===== src/rtl/ppi_bus_pkg.sv =====
// Shared types and constants for the 8255A bus-cycle generator and its harness.
package ppi_bus_pkg;

   typedef enum logic [1:0] {
      ST_IDLE   = 2'd0,
      ST_SETUP  = 2'd1,
      ST_STROBE = 2'd2,
      ST_HOLD   = 2'd3
   } ppi_state_e;

   localparam logic [1:0] PPI_PA   = 2'd0;
   localparam logic [1:0] PPI_PB   = 2'd1;
   localparam logic [1:0] PPI_PC   = 2'd2;
   localparam logic [1:0] PPI_CTRL = 2'd3;

   // Mode-0 control words: ports A, B, C all outputs / all inputs.
   localparam logic [7:0] PPI_CW_ALL_OUT = 8'h80;
   localparam logic [7:0] PPI_CW_ALL_IN  = 8'h9B;

endpackage


===== src/rtl/ppi_bus_master.sv =====
// Single-beat host request to 8255A read/write bus cycle, all bus pins registered.
//
// state     | meaning
// ----------+-----------------------------------------------------------
// ST_IDLE   | bus released, req_ready high, accepts one request
// ST_SETUP  | cs_n and address valid ahead of the strobe
// ST_STROBE | rd_n or wr_n low; read data sampled on the last cycle
// ST_HOLD   | strobe released, cs_n/address/write data still held
module ppi_bus_master
   import ppi_bus_pkg::*;
#(
   parameter int unsigned SETUP_CYC  = 2,
   parameter int unsigned STROBE_CYC = 4,
   parameter int unsigned HOLD_CYC   = 2
) (
   input  logic       clk,
   input  logic       rst,
   input  logic       req_valid,
   output logic       req_ready,
   input  logic       req_write,
   input  logic [1:0] req_addr,
   input  logic [7:0] req_wdata,
   output logic       rsp_valid,
   output logic [7:0] rsp_rdata,
   output logic       cs_n,
   output logic       rd_n,
   output logic       wr_n,
   output logic [1:0] a,
   output logic [7:0] dbus_out,
   output logic       dbus_oe,
   input  logic [7:0] dbus_in
);

   localparam logic [3:0] SETUP_LD  = 4'(SETUP_CYC - 1);
   localparam logic [3:0] STROBE_LD = 4'(STROBE_CYC - 1);
   localparam logic [3:0] HOLD_LD   = 4'(HOLD_CYC - 1);

   ppi_state_e state_q, state_d;
   logic [3:0] cnt_q, cnt_d;
   logic       write_q, write_d;
   logic [1:0] addr_q, addr_d;
   logic [7:0] wdata_q, wdata_d;
   logic [7:0] rdata_q, rdata_d;
   logic       rsp_valid_q, rsp_valid_d;
   logic       req_ready_q, req_ready_d;
   logic       cs_n_q, cs_n_d;
   logic       rd_n_q, rd_n_d;
   logic       wr_n_q, wr_n_d;
   logic       dbus_oe_q, dbus_oe_d;

   always_comb begin
      state_d     = state_q;
      cnt_d       = cnt_q;
      write_d     = write_q;
      addr_d      = addr_q;
      wdata_d     = wdata_q;
      rdata_d     = rdata_q;
      rsp_valid_d = 1'b0;

      unique case (state_q)
         ST_IDLE: begin
            if (req_valid) begin
               write_d = req_write;
               addr_d  = req_addr;
               wdata_d = req_wdata;
               cnt_d   = SETUP_LD;
               state_d = ST_SETUP;
            end
         end
         ST_SETUP: begin
            if (cnt_q == 4'd0) begin
               cnt_d   = STROBE_LD;
               state_d = ST_STROBE;
            end else begin
               cnt_d = cnt_q - 4'd1;
            end
         end
         ST_STROBE: begin
            if (cnt_q == 4'd0) begin
               // This edge is the rising edge of rd_n, so the peripheral data is still valid.
               if (!write_q) rdata_d = dbus_in;
               cnt_d   = HOLD_LD;
               state_d = ST_HOLD;
            end else begin
               cnt_d = cnt_q - 4'd1;
            end
         end
         ST_HOLD: begin
            if (cnt_q == 4'd0) begin
               cnt_d       = 4'd0;
               rsp_valid_d = 1'b1;
               state_d     = ST_IDLE;
            end else begin
               cnt_d = cnt_q - 4'd1;
            end
         end
         default: state_d = ST_IDLE;
      endcase

      // Pins follow the next state so they change on the same edge as the state register.
      req_ready_d = (state_d == ST_IDLE);
      cs_n_d      = (state_d == ST_IDLE);
      dbus_oe_d   = (state_d != ST_IDLE) && write_d;
      rd_n_d      = !((state_d == ST_STROBE) && !write_d);
      wr_n_d      = !((state_d == ST_STROBE) && write_d);
   end

   always_ff @(posedge clk) begin
      if (rst) begin
         state_q     <= ST_IDLE;
         cnt_q       <= 4'd0;
         write_q     <= 1'b0;
         addr_q      <= 2'd0;
         wdata_q     <= 8'd0;
         rdata_q     <= 8'd0;
         rsp_valid_q <= 1'b0;
         req_ready_q <= 1'b1;
         cs_n_q      <= 1'b1;
         rd_n_q      <= 1'b1;
         wr_n_q      <= 1'b1;
         dbus_oe_q   <= 1'b0;
      end else begin
         state_q     <= state_d;
         cnt_q       <= cnt_d;
         write_q     <= write_d;
         addr_q      <= addr_d;
         wdata_q     <= wdata_d;
         rdata_q     <= rdata_d;
         rsp_valid_q <= rsp_valid_d;
         req_ready_q <= req_ready_d;
         cs_n_q      <= cs_n_d;
         rd_n_q      <= rd_n_d;
         wr_n_q      <= wr_n_d;
         dbus_oe_q   <= dbus_oe_d;
      end
   end

   assign req_ready = req_ready_q;
   assign rsp_valid = rsp_valid_q;
   assign rsp_rdata = rdata_q;
   assign cs_n      = cs_n_q;
   assign rd_n      = rd_n_q;
   assign wr_n      = wr_n_q;
   assign a         = addr_q;
   assign dbus_out  = wdata_q;
   assign dbus_oe   = dbus_oe_q;

endmodule


===== config.mk =====
export PLATFORM = sky130hd
export DESIGN_NAME = ppi_bus_master
export DESIGN_NICKNAME = d
export VERILOG_FILES = /design/src/rtl/ppi_bus_pkg.sv /design/src/rtl/ppi_bus_master.sv
export SDC_FILE = /design/constraint.sdc
export NUM_CORES = 1
export LEC_CHECK = 0
export ABC_AREA = 0
export CAP_MARGIN = 20
export CORE_MARGIN = 4
export CORE_UTILIZATION = 43
export DETAILED_ROUTE_END_ITERATION = 6
export GPL_TIMING_DRIVEN = 0
export PLACE_DENSITY = 0.78
export REMOVE_ABC_BUFFERS = 1
export SYNTH_ARGS = -nofsm -noshare
export SYNTH_HDL_FRONTEND = slang
export SYNTH_SLANG_ARGS = --single-unit

===== constraint.sdc =====
create_clock -name clk -period 1.9 [get_ports clk]
set_input_delay 0.38 -clock clk [delete_from_list [all_inputs] [get_ports clk]]
set_output_delay 0.38 -clock clk [all_outputs]
set_load 0.01 [all_outputs]

# == Yosys cells after proc, flatten, opt, wreduce, memory -nomap -nowiden ==
# Cells that the tools add are included.
# classes
addsub,1
n_mul,0
div_mod_pow,0
n_lt_le_gt_ge,0
n_eq_ne,5
n_shift,0
n_mux,13
n_bitwise,2
reduce_logical,13
# ops
op,n
two-way mux 4 bit,4
one-hot mux 4 bit (4 select lines),1
two-way mux 2 bit,4
one-hot mux 2 bit (4 select lines),1
== test 2 bit (second input constant),3
logical NOT 2 bit,2
logical NOT 4 bit,1
subtractor 4 x 1 -> 4 bit (second input constant),1
logical AND 1 bit,3
logical NOT 1 bit,3
two-way mux 1 bit,3
AND reduction 3 bit,1
== test 2 x 1 -> 1 bit (second input constant),1
inequality test 2 bit (second input constant),1
inverter 1 bit,2
AND reduction 2 bit,1
nonzero test 2 bit,1
OR reduction 2 bit,1
# totals
reg_bits,30
latchBits,0
ramBits,0
rom_bits,0
inputBits,22
elab_cells,45
mem_count,0

# == Depth between registers and ports, before layout ==
# Gate-level depths: netlist (run 1).
# depth
word_depth,6
ltp_mapped,5

# == Least setup slack after synthesis (run 1) ==
# OpenSTA, ideal clock, no wires.
# synth_path
path_type,register to register
from,reg cnt_q[3]
to,reg rdata_q[0] (netlist: rsp_rdata[0])
arrival_ns,1.240
required_ns,1.828
path_slack_ns,0.588
path_stages_with_launch,5
cell_sequence,dfxtp_1 -> nor4_4 -> and3b_1 -> buf_6 -> mux2i_1
# synth_between
elab_chain_len,2
# synth_lines
element,line,text
"start, declared",ppi_bus_master.sv:39,"logic [3:0] cnt_q, cnt_d;"
"start signal, assigned",ppi_bus_master.sv:124,cnt_q <= cnt_d;
logical NOT 4 bit,ppi_bus_master.sv:79,if (cnt_q == 4'd0) begin
AND reduction 3 bit (no line),--,
"end signal, assigned",ppi_bus_master.sv:128,rdata_q <= rdata_d;
"end, declared",ppi_bus_master.sv:43,"logic [7:0] rdata_q, rdata_d;"
# Every way passes these cells.
# A chain may end at the register's enable or synchronous reset.

# == Worst setup path in the final report (run 1) ==
# layout_path
from,reg cnt_q[3]
to,reg rdata_q[1] (netlist: rsp_rdata[1])
# The elaborated chain is that of the path after synthesis.

==> run metrics, run 1 <==
status finished, final reports clean; post-synthesis register bit count 30; largest net degree at the start of global routing 38; total track usage 0.160; leading cell types in the layout, fill and taps excluded clkdlybuf4s50_1, dfxtp_1, nand2_1, nand2b_1, a21oi_1; number of distinct library cells after synthesis 29; drt pass-1 iters 4; H-tree level count 2; WL/cell 12.9 µm; Num CTS Buffers 5; sequential share of the synthesized area 0.489; WP data arrival 1.91 ns; share of cells above drive strength 1 0.0899; Ys Warns 0; Max Cap Viol 0; gpl congestion 0.727; pins over their slew limit 0; synthesized area 0.00123 mm²; Startpoint Class register; delay-heaviest family, CP simple AND/OR/NAND/NOR gates; drt drc 0; crit-path cells nor4_4, and3b_1, mux2i_1; Slew headroom 0.686; Multi-input gate area 576 µm²; CTS root buffer clkbuf_4; initial core utilization 0.449; antenna diode instance count 0; chip width 61.5 µm; Worst Skew 0.00852 ns; worst skew pair latency 0.32 ns; remaining global-route overflow 0; Final HPWL DP 1980 µm; Nets 199; PD cells 877 mW/mm²; Crit. End Element register; Port Buffers 45; Tightest Hold Check Type register to register; critical path's slowest cell and3b_1; Core Footprint 0.00273 mm²; Max VDD drop 0.590 mV; Cells after Synth 133; worst-path fanout max 8; RSZ-0062 raised after global routing false; Die H 61.5 µm; Die ar. 0.00378 mm²; worst-case clock buffer depth 2; Worst-Margin Slew 0.471 ns; Mean Syn Cell Area 9.24 µm²; total power 0.00155 W; commonest non-fill, non-tap cell in the layout clkdlybuf4s50_1; Vias/cell 5.10; setup violators final 0; Area growth syn-to-layout 43.5%; worst hold slack 0.457 ns; CP bufs+invs 0; initial antenna violation count 0; Hold Fails Final Rpt 0; first-pass GRT wire length 4420 µm; final worst path period need 1.65 ns; Max Fclk 604 MHz; clock-pin slew on the worst setup and hold paths 0.09 ns; Register Area 601 µm²; routed vias 1,066; # IOs 46; fin crit share 0.871; Final ANT Viol Nets 0; # clock sinks 30; FILL cells 265; max incr delay on CP 0.53 ns; clock tree from TritonCTS yes; vias in the first global route 1,004; Leak 0.643 nW; Site Rows 19; final WL 2700 µm; Setup Crit Path Kind register to register; hold_buf cts 0; CP required 2.15 ns; DRC violation total after the first TritonRoute iteration 47
-- layout make-up --
class | instances | area share
Clock buffer | 7 | 0.0312
Multi-Input combinational cell | 92 | 0.326
Tap cell | 31 | 0.0220
Clock inverter | 1 | 0.00284
Sequential cell | 30 | 0.341
Inverter | 1 | 0.00213
Timing Repair Buffer | 47 | 0.275
-- sequential cells by signal (all words and copies together), names as in the netlist --
name and cells:
a 2, dbus_out 8, cnt_q 4, write_q 1
rsp_rdata 8, state_q 2, rsp_valid 1, rd_n 1
cs_n 1, wr_n 1, dbus_oe 1
-- layer usage --
metal  vias to the layer above  GRT usage  wire length (µm)
met5                         -          0                 0
met4                         0     0.0545                36
met3                         6     0.0860               333
met2                        50      0.267              1310
met1                       475      0.173              1030
li1                        535          -                 -
-- worst register-to-register path, stage by stage, from the launching register on --
cell     delay, ns
dfxtp_1       0.36
nor4_4        0.46
and3b_1       0.53
mux2i_1       0.25
-- power breakdown --
part / internal [W] / switching, W / leakage, nW
registers: 0.000695 / 0.0000622 / 0.245
logic: 0.000223 / 0.000183 / 0.363
clock network: 0.000179 / 0.000204 / 0.0353
-- kinds of logic (layout without fill, tap and decap cells) --
group / Yosys count / after routing / synth area share
AND/OR/NAND/NOR: 62 / 62 / 0.285
buffers and inverters: 11 / 56 / 0.0468
multiplexers: 10 / 10 / 0.0815
AO/OA/AOI/OAI: 20 / 20 / 0.0978
flip-flops: 30 / 30 / 0.489
-- synthesized netlist by cell type (all sizes together) --
cell     count  area share
nor2         3      0.0092
clkbuf       4       0.012
a2111oi      1      0.0071
inv          1      0.0031
o31ai        1      0.0061
o311ai       1      0.0071
and3b        1      0.0071
nand4b       1      0.0071
nor4         2       0.022
or3          2       0.010
or2          2       0.010
and3         1      0.0061
o21ai        2      0.0081
mux2i       10       0.081
nor3         2      0.0081
or3b         1      0.0071
a221oi       1      0.0071
nand2       22       0.067
a211o        1      0.0081
a21oi       12       0.049
nor2b        2       0.010
buf          6       0.032
nand2b      20        0.10
nor3b        3       0.018
o22ai        1      0.0051
dfxtp       30        0.49
-- through the flow --
| step | setup TNS (ns) | instance area (µm²) | setup slack (ns) | utilization | cells |
|---|---|---|---|---|---|
| finish | 0 | 1760 | 0.245 | 0.645 | 209 |
| floorplan | 0 | 1170 | 0.249 | - | 123 |
| CTS | 0 | 1730 | 0.0550 | 0.633 | 208 |
| detailed placement | -4.01 | 1670 | -0.352 | 0.611 | 200 |
| global route | 0 | 1760 | 0.0657 | 0.645 | 209 |
| global placement | -6.35 | 1660 | -0.673 | 0.609 | 199 |
-- final timing paths --
kind	depth (start not counted)	startpoint	to	slack, ns
setup reg to reg	3	cnt_q[3]$_SDFFE_PP0P_	rsp_rdata[1]$_SDFFE_PP0P_	0.25
setup / recovery	3	cnt_q[3]$_SDFFE_PP0P_	rsp_rdata[1]$_SDFFE_PP0P_	0.25
hold / removal	2	dbus_out[1]$_SDFFE_PP0P_	dbus_out[1]$_SDFFE_PP0P_	0.46
hold reg to reg	2	dbus_out[1]$_SDFFE_PP0P_	dbus_out[1]$_SDFFE_PP0P_	0.46
-- what timing repair did --
| item | CTS | global route |
|---|---|---|
| buffers inserted | 0 | 0 |
| gates resized for setup | 1 | 1 |
| setup endpoints to repair | 1 | 5 |
| pin swaps | 0 | 0 |
Power figures use the tool's default switching activity.
==> run 2, diff against run 1 <==
--- a/config.mk
+++ b/config.mk
@@ -13,6 +13,7 @@
 export GPL_TIMING_DRIVEN = 0
 export PLACE_DENSITY = 0.78
 export REMOVE_ABC_BUFFERS = 1
+export SKIP_CTS_REPAIR_TIMING = 1
 export SYNTH_ARGS = -nofsm -noshare
 export SYNTH_HDL_FRONTEND = slang
 export SYNTH_SLANG_ARGS = --single-unit
==> run 2 against run 1 <==
Effect of this change: non-clock buffer count did not move; combinational power fell by 1%; first-iteration DRC count rose by 8.5%; clock power barely moved; sequential share of layout area rose by 0.29 points; worst setup slack barely moved; largest cell class unchanged.
==> run metrics, run 2 (synthesized netlist as in run 1, its figures left out) <==
clock-pin slew on the worst setup and hold paths 0.09 ns; final worst path period need 1.65 ns; initial core utilization 0.449; Core Footprint 0.00273 mm²; Max VDD drop 0.591 mV; Nets 199; Final ANT Viol Nets 0; Site Rows 19; Area growth syn-to-layout 42.3%; Num CTS Buffers 5; Worst Skew 0.00940 ns; H-tree level count 2; DP Cell Count 200; GR Util met2 0.267; worst-case clock buffer depth 2; Tightest Hold Check Type register to register; Logic pwr share 0.261; setup violators final 0; RSZ-0062 raised after global routing false; clock tree from TritonCTS yes; vias in the first global route 1,004; Max Cap Viol 0; Leak 0.635 nW; DRC violation total after the first TritonRoute iteration 51; Sw Pwr 0.000445 W; Slew headroom 0.676; leading cell types in the layout, fill and taps excluded clkdlybuf4s50_1, dfxtp_1, nand2_1, nand2b_1, a21oi_1; Worst-Margin Slew 0.484 ns; met1 usage 0.173; worst-path fanout max 8; first-pass GRT wire length 4420 µm; drt drc 0; antenna diode instance count 0; CP required 2.15 ns; initial antenna violation count 0; grt met3 use 0.0860; share of cells above drive strength 1 0.0899; DP Area 0.00167 mm²; Int Power 0.00109 W; WP data arrival 1.91 ns; final WL 2680 µm; Die H 61.5 µm; pins over their slew limit 0; fin crit share 0.871; WL/cell 12.8 µm; CTS root buffer clkbuf_4; # IOs 46; Crit. End Element register; # clock sinks 30; Hold Fails Final Rpt 0; Seq pwr share 0.491; status finished, final reports clean; largest net degree at the start of global routing 38; routed vias 1,051; chip width 61.5 µm; Startpoint Class register; Max Fclk 604 MHz; Die ar. 0.00378 mm²; gpl congestion 0.727; Final Instance Count excl. Fillers 209; Final HPWL DP 1980 µm; Setup Crit Path Kind register to register; Clock Power Share 0.248; post-route cell area 0.00175 mm²; Vias/cell 5.03; commonest non-fill, non-tap cell in the layout clkdlybuf4s50_1; Layout Utilization 0.639; sw frac 0.289; remaining global-route overflow 0; Top Usage Layer GRT met2; drt pass-1 iters 4; worst skew pair latency 0.32 ns; Port Buffers 45; PD cells 880 mW/mm²; total track usage 0.160
==> run 2: changes by cell type in the layout (fill, tap and decap cells not counted), sizes merged <==
cell           change
clkdlybuf4s50      +1
dlygate4sd2        -1
==> run 2: area by class of cell <==
class,count,area (µm²)
Timing Repair Buffer,47,469
Fill cell,267,986
Clock buffer,7,55.1
Multi-Input combinational cell,92,576
Clock inverter,1,5.00
Sequential cell,30,601
Tap cell,31,38.8
Inverter,1,3.75
==> run 2: final timing paths <==
| path | cells after the start | endpoint | slack [ns] | from |
|---|---|---|---|---|
| min | 2 | dbus_out[1]$_SDFFE_PP0P_ | 0.46 | dbus_out[1]$_SDFFE_PP0P_ |
| max | 3 | rsp_rdata[1]$_SDFFE_PP0P_ | 0.25 | cnt_q[3]$_SDFFE_PP0P_ |
| min reg2reg | 2 | dbus_out[1]$_SDFFE_PP0P_ | 0.46 | dbus_out[1]$_SDFFE_PP0P_ |
| max reg2reg | 3 | rsp_rdata[1]$_SDFFE_PP0P_ | 0.25 | cnt_q[3]$_SDFFE_PP0P_ |
==> run 2: metrics by stage <==
step / hold WS, ns / setup TNS [ns] / setup slack [ns] / total power (W)
2_1_floorplan: 0.432 / 0 / 0.249 / 0.000970
3_3_place_gp: 0.441 / -6.35 / -0.673 / 0.00115
3_5_place_dp: 0.448 / -4.01 / -0.352 / 0.00117
4_1_cts: 0.461 / -0.00893 / -0.00893 / 0.00156
5_1_grt: 0.492 / 0 / 0.0657 / 0.00164
6_report: 0.457 / 0 / 0.246 / 0.00154
==> run 2: per-layer routing <==
layer / up-vias / routed length, µm
met3: 6 / 318
met2: 40 / 1300
met1: 471 / 1030
li1: 534 / -
met4: 0 / 36
met5: - / 0
==> run 2: worst max-delay path, stage by stage, from the launching register on <==
cell and delay [ns]:
dfxtp_1 0.36, nor4_4 0.46, and3b_1 0.53, mux2i_1 0.25
==> run 2: power groups by stage <==
stage          Clock [W]  Sequential, W  Combinational, W
3_3_place_gp           0       0.000765          0.000384
3_5_place_dp           0       0.000771          0.000402
5_1_grt         0.000426       0.000767          0.000449
6_report        0.000382       0.000756          0.000401
2_1_floorplan          0       0.000783          0.000187
4_1_cts         0.000400       0.000755          0.000405
